===== config.mk =====
export PLATFORM = sky130hd
export DESIGN_NAME = cart_map_arbiter
export DESIGN_NICKNAME = d
export VERILOG_FILES = /design/src/rtl/cart_arb_pkg.sv /design/src/rtl/cart_arb_chsel.sv /design/src/rtl/cart_map_arbiter.sv
export SDC_FILE = /design/constraint.sdc
export NUM_CORES = 1
export LEC_CHECK = 0
export CORE_AREA = 3 3 161 163
export CTS_CLUSTER_SIZE = 40
export DETAILED_ROUTE_END_ITERATION = 8
export DIE_AREA = 0 0 164 166
export PLACE_DENSITY = 0.63
export SETUP_SLACK_MARGIN = 0.1
export SKIP_CTS_REPAIR_TIMING = 1
export SLEW_MARGIN = 5
export SYNTH_ARGS = -nofsm -noshare
export SYNTH_HDL_FRONTEND = slang
export SYNTH_SLANG_ARGS = --single-unit

===== constraint.sdc =====
create_clock -name mclk -period 4.16 [get_ports mclk]
set_clock_uncertainty 0.05 [all_clocks]
set_input_delay 1.248 -clock mclk [delete_from_list [all_inputs] [get_ports mclk]]
set_output_delay 1.248 -clock mclk [all_outputs]
set_load 0.02 [all_outputs]

===== src/rtl/cart_arb_pkg.sv =====
// Shared types, idle constants and request decoding for the cartridge bus arbiter.
package cart_arb_pkg;

   typedef enum logic {ST_SETTLE, ST_ACTIVE} state_e;

   localparam logic [7:0] IDLE_DI     = 8'hFF;
   localparam logic       IDLE_STROBE = 1'b1;

   typedef struct packed {
      logic       valid;
      logic       multi;
      logic [3:0] idx;
   } req_t;

   // Only the low n bits are considered; idx is the channel number (bit k -> channel k+1).
   function automatic req_t onehot_to_idx(input logic [7:0] vec, input int unsigned n);
      req_t r;
      r = '0;
      for (int unsigned i = 0; i < 8; i++) begin
         if (i < n && vec[i[2:0]]) begin
            if (r.valid || r.multi) begin
               r.valid = 1'b0;
               r.multi = 1'b1;
            end else begin
               r.valid = 1'b1;
               r.idx   = 4'(i + 1);
            end
         end
      end
      return r;
   endfunction

endpackage


===== src/rtl/cart_arb_chsel.sv =====
// Combinational extractor: picks channel idx's bus bundle out of the flattened inputs.
module cart_arb_chsel
   import cart_arb_pkg::*;
#(
   parameter int NUM_MAPS = 4,
   parameter int ROM_AW   = 24,
   parameter int BSRAM_AW = 20
) (
   input  logic [3:0]                       idx,
   input  logic [8*(NUM_MAPS+1)-1:0]        ch_do,
   input  logic [NUM_MAPS:0]                ch_irq_n,
   input  logic [ROM_AW*(NUM_MAPS+1)-1:0]   ch_rom_addr,
   input  logic [3*(NUM_MAPS+1)-1:0]        ch_rom_ctl,
   input  logic [BSRAM_AW*(NUM_MAPS+1)-1:0] ch_bsram_addr,
   input  logic [8*(NUM_MAPS+1)-1:0]        ch_bsram_d,
   input  logic [3*(NUM_MAPS+1)-1:0]        ch_bsram_ctl,
   output logic [7:0]                       sel_do,
   output logic                             sel_irq_n,
   output logic [ROM_AW-1:0]                sel_rom_addr,
   output logic [2:0]                       sel_rom_ctl,
   output logic [BSRAM_AW-1:0]              sel_bsram_addr,
   output logic [7:0]                       sel_bsram_d,
   output logic [2:0]                       sel_bsram_ctl
);

   // An out-of-range index yields an idle bundle rather than reading past the vectors.
   always_comb begin
      sel_do         = IDLE_DI;
      sel_irq_n      = IDLE_STROBE;
      sel_rom_addr   = '0;
      sel_rom_ctl    = {1'b0, IDLE_STROBE, IDLE_STROBE};
      sel_bsram_addr = '0;
      sel_bsram_d    = '0;
      sel_bsram_ctl  = {3{IDLE_STROBE}};
      for (int k = 0; k <= NUM_MAPS; k++) begin
         if (idx == 4'(k)) begin
            sel_do         = ch_do[8*k +: 8];
            sel_irq_n      = ch_irq_n[k];
            sel_rom_addr   = ch_rom_addr[ROM_AW*k +: ROM_AW];
            sel_rom_ctl    = ch_rom_ctl[3*k +: 3];
            sel_bsram_addr = ch_bsram_addr[BSRAM_AW*k +: BSRAM_AW];
            sel_bsram_d    = ch_bsram_d[8*k +: 8];
            sel_bsram_ctl  = ch_bsram_ctl[3*k +: 3];
         end
      end
   end

endmodule


===== src/rtl/cart_map_arbiter.sv =====
// Registered cartridge mapper arbiter with quiesce window on every channel switch.
// Define CART_ARB_STATS_EN to add switch_count/err_count statistics outputs.
module cart_map_arbiter
   import cart_arb_pkg::*;
#(
   parameter int NUM_MAPS      = 4,
   parameter int ROM_AW        = 24,
   parameter int BSRAM_AW      = 20,
   parameter int SETTLE_CYCLES = 4
) (
   input  logic                             mclk,
   input  logic                             rst,
   input  logic [NUM_MAPS-1:0]              map_active,
   input  logic [8*(NUM_MAPS+1)-1:0]        ch_do,
   input  logic [NUM_MAPS:0]                ch_irq_n,
   input  logic [ROM_AW*(NUM_MAPS+1)-1:0]   ch_rom_addr,
   input  logic [3*(NUM_MAPS+1)-1:0]        ch_rom_ctl,
   input  logic [BSRAM_AW*(NUM_MAPS+1)-1:0] ch_bsram_addr,
   input  logic [8*(NUM_MAPS+1)-1:0]        ch_bsram_d,
   input  logic [3*(NUM_MAPS+1)-1:0]        ch_bsram_ctl,
   output logic [7:0]                       di,
   output logic                             irq_n,
   output logic [ROM_AW-1:0]                rom_addr,
   output logic                             rom_ce_n,
   output logic                             rom_oe_n,
   output logic                             rom_word,
   output logic [BSRAM_AW-1:0]              bsram_addr,
   output logic [7:0]                       bsram_d,
   output logic                             bsram_ce_n,
   output logic                             bsram_oe_n,
   output logic                             bsram_we_n,
   output logic [3:0]                       sel,
   output logic                             settling,
`ifdef CART_ARB_STATS_EN
   output logic [7:0]                       switch_count,
   output logic [7:0]                       err_count,
`endif
   output logic                             multi_err
);

   localparam logic [3:0] SETTLE_LOAD = 4'(SETTLE_CYCLES);

   state_e     state_q, state_d;
   logic [3:0] count_q, count_d;
   logic [3:0] target_q, target_d;
   logic [3:0] sel_q, sel_d;
   req_t       req;
   logic [3:0] req_ch;

   logic [7:0]          c_do;
   logic                c_irq_n;
   logic [ROM_AW-1:0]   c_rom_addr;
   logic [2:0]          c_rom_ctl;
   logic [BSRAM_AW-1:0] c_bsram_addr;
   logic [7:0]          c_bsram_d;
   logic [2:0]          c_bsram_ctl;

   always_comb begin
      req    = onehot_to_idx(8'(map_active), NUM_MAPS);
      req_ch = req.valid ? req.idx : 4'd0;
   end

   always_comb begin
      state_d  = state_q;
      count_d  = count_q;
      target_d = target_q;
      sel_d    = sel_q;
      case (state_q)
         ST_ACTIVE: begin
            if (req_ch != sel_q) begin
               state_d  = ST_SETTLE;
               target_d = req_ch;
               count_d  = SETTLE_LOAD;
            end
         end
         ST_SETTLE: begin
            if (req_ch != target_q) begin
               target_d = req_ch;
               count_d  = SETTLE_LOAD;
            end else if (count_q == 4'd1) begin
               sel_d   = target_q;
               state_d = ST_ACTIVE;
            end else begin
               count_d = count_q - 4'd1;
            end
         end
         default: state_d = ST_SETTLE;
      endcase
   end

   // Looks up the next grant so new-channel data lands on the same edge as the grant.
   cart_arb_chsel #(
      .NUM_MAPS (NUM_MAPS),
      .ROM_AW   (ROM_AW),
      .BSRAM_AW (BSRAM_AW)
   ) u_chsel (
      .idx            (sel_d),
      .ch_do          (ch_do),
      .ch_irq_n       (ch_irq_n),
      .ch_rom_addr    (ch_rom_addr),
      .ch_rom_ctl     (ch_rom_ctl),
      .ch_bsram_addr  (ch_bsram_addr),
      .ch_bsram_d     (ch_bsram_d),
      .ch_bsram_ctl   (ch_bsram_ctl),
      .sel_do         (c_do),
      .sel_irq_n      (c_irq_n),
      .sel_rom_addr   (c_rom_addr),
      .sel_rom_ctl    (c_rom_ctl),
      .sel_bsram_addr (c_bsram_addr),
      .sel_bsram_d    (c_bsram_d),
      .sel_bsram_ctl  (c_bsram_ctl)
   );

   always_ff @(posedge mclk or posedge rst) begin
      if (rst) begin
         state_q  <= ST_SETTLE;
         count_q  <= SETTLE_LOAD;
         target_q <= 4'd0;
         sel_q    <= 4'd0;
      end else begin
         state_q  <= state_d;
         count_q  <= count_d;
         target_q <= target_d;
         sel_q    <= sel_d;
      end
   end

   // Addresses hold through the quiesce window; strobes, data and IRQ are forced idle.
   always_ff @(posedge mclk or posedge rst) begin
      if (rst) begin
         di         <= IDLE_DI;
         irq_n      <= IDLE_STROBE;
         rom_addr   <= '0;
         rom_ce_n   <= IDLE_STROBE;
         rom_oe_n   <= IDLE_STROBE;
         rom_word   <= 1'b0;
         bsram_addr <= '0;
         bsram_d    <= '0;
         bsram_ce_n <= IDLE_STROBE;
         bsram_oe_n <= IDLE_STROBE;
         bsram_we_n <= IDLE_STROBE;
         settling   <= 1'b1;
         multi_err  <= 1'b0;
      end else begin
         settling  <= (state_d == ST_SETTLE);
         multi_err <= multi_err | req.multi;
         if (state_d == ST_ACTIVE) begin
            di                               <= c_do;
            irq_n                            <= c_irq_n;
            rom_addr                         <= c_rom_addr;
            {rom_word, rom_oe_n, rom_ce_n}   <= c_rom_ctl;
            bsram_addr                       <= c_bsram_addr;
            bsram_d                          <= c_bsram_d;
            {bsram_we_n, bsram_oe_n, bsram_ce_n} <= c_bsram_ctl;
         end else begin
            di         <= IDLE_DI;
            irq_n      <= IDLE_STROBE;
            rom_ce_n   <= IDLE_STROBE;
            rom_oe_n   <= IDLE_STROBE;
            rom_word   <= 1'b0;
            bsram_d    <= '0;
            bsram_ce_n <= IDLE_STROBE;
            bsram_oe_n <= IDLE_STROBE;
            bsram_we_n <= IDLE_STROBE;
         end
      end
   end

   assign sel = sel_q;

`ifdef CART_ARB_STATS_EN
   logic       multi_prev_q;
   logic [7:0] switch_cnt_q, err_cnt_q;

   always_ff @(posedge mclk or posedge rst) begin
      if (rst) begin
         multi_prev_q <= 1'b0;
         switch_cnt_q <= 8'd0;
         err_cnt_q    <= 8'd0;
      end else begin
         multi_prev_q <= req.multi;
         if (state_q == ST_SETTLE && state_d == ST_ACTIVE && sel_d != sel_q &&
             switch_cnt_q != 8'hFF) begin
            switch_cnt_q <= switch_cnt_q + 8'd1;
         end
         if (req.multi && !multi_prev_q && err_cnt_q != 8'hFF) begin
            err_cnt_q <= err_cnt_q + 8'd1;
         end
      end
   end

   assign switch_count = switch_cnt_q;
   assign err_count    = err_cnt_q;
`endif

endmodule


======== Yosys cells after proc, flatten, opt, wreduce, memory -nomap -nowiden ========
Index checks and enable logic that the tools add are counted.
W data, S select, Z words.
word-level totals
  register bits after elaboration ......... 82
  output and inout bits ................... 73
  input port bits ......................... 341
cells by class
  $add $sub $neg .......................... 1
  muxes and demuxes ....................... 73
  bitwise operators ....................... 3
  eq/ne operators ......................... 10
  reductions and logical operators ........ 5
operators by type and width
  operator               number
  $mux W24               5
  $mux W20               5
  $mux W8                12
  $mux W4                11
  $mux W3                10
  $mux W1                23
  $mux W6                3
  $pmux W4 S2            2
  $eq A4 B1 Y1 const B   2
  $eq A4 B2 Y1 const B   2
  $ne A4 B4 Y1           2
  $eq A4 B3 Y1 const B   1
  $logic_not A4 Y1       1
  $reduce_and A2 Y1      2
  $sub A4 B1 Y4 const B  1
  $ne A3 B3 Y1 const B   1
  $logic_or A1 B1 Y1     2
  $mux W2                1
  $ne A2 B1 Y1 const B   1
  $ne A2 B2 Y1 const B   1
  $not A1 Y1             2
  $pmux W1 S2            1
  $or A1 B1 Y1           1

======== Logic depth before layout (Yosys ltp) ========
  depth after elaboration ................. 20
  depth in mapped cells ................... 14

======== Hierarchy ========
A second synthesis with hierarchy kept.
unflattened totals
  cell total of the unflattened synthesis .. 449
  area, all modules ....................... 5627.9 µm²
by module, submodules not included
  module            area an instance (µm²)  times used  cells an instance  sequential area each (µm²)
  cart_map_arbiter  3201.8                  1           220                2047.0
  cart_arb_chsel    2426.1                  1           229                0.0

======== Worst setup path after synthesis ========
Ideal clock, no wire load.
  path type ............................... input to register
  from .................................... input port map_active[0]
  to ...................................... register bsram_ce_n
  data required time ...................... 4028 ps
  path slack .............................. 253 ps
  setup time .............................. 82 ps
  arrival ................................. 3776 ps
  cell stages on the path ................. 11
  path buffers ............................ 1
  cell sequence ........................... inv_1 -> ha_1 -> or4b_4 -> nand2_4 -> xnor2_1 -> nand3_1 -> o41a_1 -> o21ai_1 -> clkbuf_1 -> a221oi_1 -> a211o_1
between the ends
  longest elaborated chain between the ends .. 20
  elaborated cells between the ends (all ways) .. 34
  those cells by class .................... 6 x eq/ne; 25 x mux; 3 x reduce/logical
RTL lines
  item                                RTL line                 text
  from (decl)                         cart_map_arbiter.sv:13   input logic [NUM_MAPS-1:0] map_active,
  $mux W1                             cart_arb_pkg.sv:20       if (i < n && vec[i[2:0]]) begin
  $mux W1                             cart_arb_pkg.sv:21       if (r.valid || r.multi) begin
  $mux W6 (*)                         cart_arb_pkg.sv:20
  $logic_or A1 B1 Y1                  cart_arb_pkg.sv:21
  $mux W1                             cart_arb_pkg.sv:21
  $mux W6 (*)                         cart_arb_pkg.sv:20
  $logic_or A1 B1 Y1                  cart_arb_pkg.sv:21
  $mux W4 or $mux W1 (tied branches)  cart_arb_pkg.sv:21
  $mux W6 (*)                         cart_arb_pkg.sv:20
  $mux W4 (*)                         cart_map_arbiter.sv:60   req_ch = req.valid ? req.idx : 4'd0;
  $ne A4 B4 Y1                        cart_map_arbiter.sv:77   if (req_ch != target_q) begin
  $mux W4                             cart_map_arbiter.sv:77
  $mux W4                             cart_map_arbiter.sv:68   case (state_q)
  $logic_not A4 Y1                    cart_arb_chsel.sv:36     if (idx == 4'(k)) begin
  $mux W3 (5 in a row)                cart_arb_chsel.sv:36
  $mux W1 (*)                         cart_map_arbiter.sv:147  if (state_d == ST_ACTIVE) begin
  to (signal assigned)                cart_map_arbiter.sv:154  {bsram_we_n, bsram_oe_n, bsram_ce_n} <= c_bsram_ctl;
  to (decl)                           cart_map_arbiter.sv:29   output logic bsram_ce_n,
Mark *: on every way between the ends. The rest lies on a longest branch, timed or not.
A chain may end at the register's enable or synchronous reset.

======== Worst setup path after layout ========
  from .................................... input port map_active[2]
  to ...................................... register bsram_addr[18]
between the ends
  longest elaborated chain between the ends .. 14
  elaborated cells between the ends (all ways) .. 23
  those cells by class .................... 6 x eq/ne; 15 x mux; 2 x reduce/logical
RTL lines
  item                                RTL line                 text
  $mux W6 (*)                         cart_arb_pkg.sv:20
  $logic_or A1 B1 Y1                  cart_arb_pkg.sv:21
  $mux W4 or $mux W1 (tied branches)  cart_arb_pkg.sv:21
  $mux W6 (*)                         cart_arb_pkg.sv:20
  $mux W4 (*)                         cart_map_arbiter.sv:60
  $ne A4 B4 Y1                        cart_map_arbiter.sv:77
  $mux W4                             cart_map_arbiter.sv:77
  $mux W4                             cart_map_arbiter.sv:68
  $logic_not A4 Y1                    cart_arb_chsel.sv:36
  $mux W20 (5 in a row)               cart_arb_chsel.sv:36
  to (signal assigned)                cart_map_arbiter.sv:152  bsram_addr <= c_bsram_addr;
  to (decl)                           cart_map_arbiter.sv:27   output logic [BSRAM_AW-1:0] bsram_addr,
Marked as above.

==> key figures <==
Status
  – Status: finished clean

STA
  – Max-Slew Margin vs Limit: 45.84%
  – Min Tclk post-route: 3.914 ns
  – RSZ-0062 raised after global routing: no
  – Maximum operating frequency: 255.5 MHz
  – Final worst path period share: 94.08%
  – Final Hold Fails: 0
  – Hold slack: 0.4415 ns
  – Max-slew violations: 0
  – Final WS setup: 0.2462 ns
  – Final setup fails: 0
  – Worst Tran Pin Value: 0.8124 ns

Worst setup path
  – Reg2Reg Depth: 11
  – Setup CP Type: in -> reg
  – Worst r2r src: count_q[1]
  – Crit path arrival time: 4.09 ns
  – CP Capture Type: register
  – CP Max Fanout: 9
  – CP Data Required Time: 4.34 ns
  – CP endpoint: bsram_addr[18]
  – Worst setup startpoint: map_active[2]
  – FF-to-FF End: bsram_addr[18]
  – R2R setup slack: 1.10 ns
  – Crit path launch type: input port

Route
  – Vias per cell: 4.947
  – DRT iter0 DRCs: 361
  – Post-route ant nets: 0
  – DR vias: 7060
  – Drt drc: 0
  – WL final: 28610 um
  – Drt pass-1 iters: 7
  – Wire length per cell: 20.05 um

Power
  – Power share of the combinational group: 64.7%
  – Internal: 3.642 mW
  – Leak: 4.344 nW
  – Total power: 6.086 mW
  – Clock Power Share: 13.9%
  – Seq pwr share: 21.4%
  – P_sw: 2.443 mW
  – Net Sw Frac: 40.15%
  – Total power divided by cell area: 511.3 mW/mm2
  – Peak VDD IR: 0.2033 mV

Synthesis
  – Largest family of logic cells by synthesized area: compound AO/OA/AOI/OAI gates
  – Syn nets: 977
  – Area share of xor/xnor cells in the synthesized design: 0.9926%
  – Ys Warns: 0
  – FF+latch count, synth: 81
  – Synth Area in Simple Gates: 13.65%
  – Adder-Cell Fraction of Synth Area: 1.241%
  – Sequential area share after synthesis: 33.83%
  – Post-Syn Area: 0.006051 mm2
  – Post-synth ARST share: 100.0%
  – Post-synth EDFFs: 0
  – Yosys cell types: 70
  – Most common flop cell mapped by yosys: dfrtp_1
  – Gate Count Post-Synth: 630
  – Post-synthesis compound-gate area fraction: 23.43%
  – Mapped Avg Cell Area: 9.604 um2
  – Mux cell area share after synthesis: 20.97%

Die
  – Core Area: 0.02446 mm2
  – # IOs: 414
  – Rows: 57
  – Die Area: 0.02722 mm2
  – Initial core utilization: 24.74%
  – Die Y-Extent: 166 um
  – Chip width: 164 um

Min path
  – Hold WC Path Type: reg -> reg

CTS
  – TritonCTS clock tree: done
  – CTS root buf: clkbuf_16
  – CTS max path bufs: 2
  – Clock sink count: 81
  – Num CTS Buffers: 9
  – CTS H-Tree Depth: 3
  – Clk_lat worst skew: 0.35 ns
  – Reg clk slew, reported paths: 0.07 ns

Global routing
  – Largest net degree at the start of global routing: 43
  – GRT overflow: 0
  – Global-route wire length before repair: 41970 um
  – Number of global-route vias before repair: 7504
  – Initial antenna violation count: 2
  – Overall Global Routing Usage: 19.84%

Placement
  – Pre-CTS WS: -0.5299 ns
  – I/O Buffers: 413
  – HPWL Detailed: 22430 um
  – Final GP Congestion: 0.8888

Cells and area
  – Register area: 0.002047 mm2
  – Number of fill cells in the layout: 2323
  – Final core occ: 48.66%
  – Area growth, synth to finish: 96.71%
  – Share of cells above drive strength 1: 17.79%
  – Final #Nets: 1444
  – Footprint of the multi-input gates: 0.003822 mm2

Run
  – Max-Cap Viols: 0
[stage by stage]
| stage | TNS, ns | instance area [um2] | std cells |
|---|---|---|---|
| CTS | -1.074 | 11570 | 1420 |
| detailed placement | -25.56 | 11260 | 1404 |
| floorplan | 0 | 6051 | 630 |
| global placement | -21.51 | 11260 | 1404 |
| global route | 0 | 11900 | 1427 |
| finish | 0 | 11900 | 1427 |
[cell usage in the layout (no fill, tap or decap), types with 14 or more instances in the layout]
cell	instances
buf_12	21
nor2_1	54
nor3_1	46
o22a_1	44
clkdlybuf4s50_1	411
buf_4	68
mux2_2	14
mux2i_1	107
dfrtp_1	65
a211oi_1	35
dfstp_2	16
nand2_1	22
[how the worst min path moves through the flow]
stage | from | to | slack (ns) | cells past startpoint
final | multi_err | multi_err | 0.44 | 1
after global routing | multi_err | multi_err | 0.49 | 1
after CTS | multi_err | multi_err | 0.45 | 1
after detailed placement | multi_err | multi_err | 0.43 | 1
after global placement | multi_err | multi_err | 0.42 | 1
after floorplan | count_q[1] | count_q[1] | 0.42 | 2
[flip-flops by register name, summed over array words and instances, names as in the netlist]
name,cells
bsram_addr,20
bsram_ce_n,1
bsram_d,8
bsram_oe_n,1
bsram_we_n,1
count_q,4
di,8
irq_n,1
multi_err,1
rom_addr,24
rom_ce_n,1
rom_oe_n,1
rom_word,1
sel,4
settling,1
state_q,1
target_q,3
[Yosys cell counts, types with 4 or more instances]
cell | instances | area, um2
mux2i_1 | 111 | 1111
dfrtp_1 | 65 | 1627
nor2_1 | 56 | 210.2
a211oi_1 | 47 | 352.8
nor3_1 | 47 | 235.2
o22a_1 | 44 | 385.4
clkbuf_1 | 26 | 97.59
nand2_1 | 22 | 82.58
buf_2 | 16 | 80.08
dfstp_2 | 16 | 420.4
o21ai_0 | 16 | 80.08
a221oi_1 | 14 | 122.6
mux2_2 | 14 | 157.7
a211o_1 | 12 | 105.1
buf_6 | 10 | 112.6
inv_1 | 8 | 30.03
a21oi_1 | 6 | 30.03
a222oi_1 | 6 | 60.06
and3_1 | 6 | 37.54
ha_1 | 6 | 75.07
nand2b_1 | 6 | 37.54
nand3_1 | 5 | 25.02
nor4_1 | 4 | 25.02
[critical path: stages]
cell and delay, ns:
clkdlybuf4s50_1 0.54, or4b_4 0.59, nand2_4 0.12, xnor2_2 0.14, a41oi_1 0.14, or2_4 0.34
inv_8 0.11, clkbuf_16 0.17, clkbuf_16 0.17, mux2i_4 0.26, o22a_1 0.19, a211oi_2 0.07
[final cells by class]
class,instances,share of cell area [%]
clock inverters,4,0.4310
multi-input cells,482,32.11
repair buffers,513,44.27
diodes,1,0.02102
inverters,10,0.4100
clock buffers,12,2.155
well taps,324,3.406
flip-flops and latches,81,17.20
[power by group through the flow]
stage / registers [mW] / logic (mW) / clock network, mW
6_report: 1.30 / 3.94 / 0.845
5_1_grt: 1.35 / 4.23 / 0.908
4_1_cts: 1.31 / 3.80 / 0.880
3_5_place_dp: 1.31 / 3.79 / 0
3_3_place_gp: 1.30 / 3.78 / 0
2_1_floorplan: 1.61 / 1.59 / 0
[metal layers]
layer	up-vias	global-route usage (%)	share of wire (%)
met1	3320	22.12	38
met5	-	0	0.045
met2	324	35.74	51
met4	2	6.620	3.5
li1	3354	-	-
met3	60	5.837	8.2
[cell families after synthesis]
kind of cell / Yosys count
flip-flops: 81
XOR/XNOR: 6
adder cells (fa/ha/maj): 6
buffers and inverters: 67
multiplexers: 125
AO/OA/AOI/OAI: 179
AND/OR/NAND/NOR: 166
(Power assumes the default switching activity.)
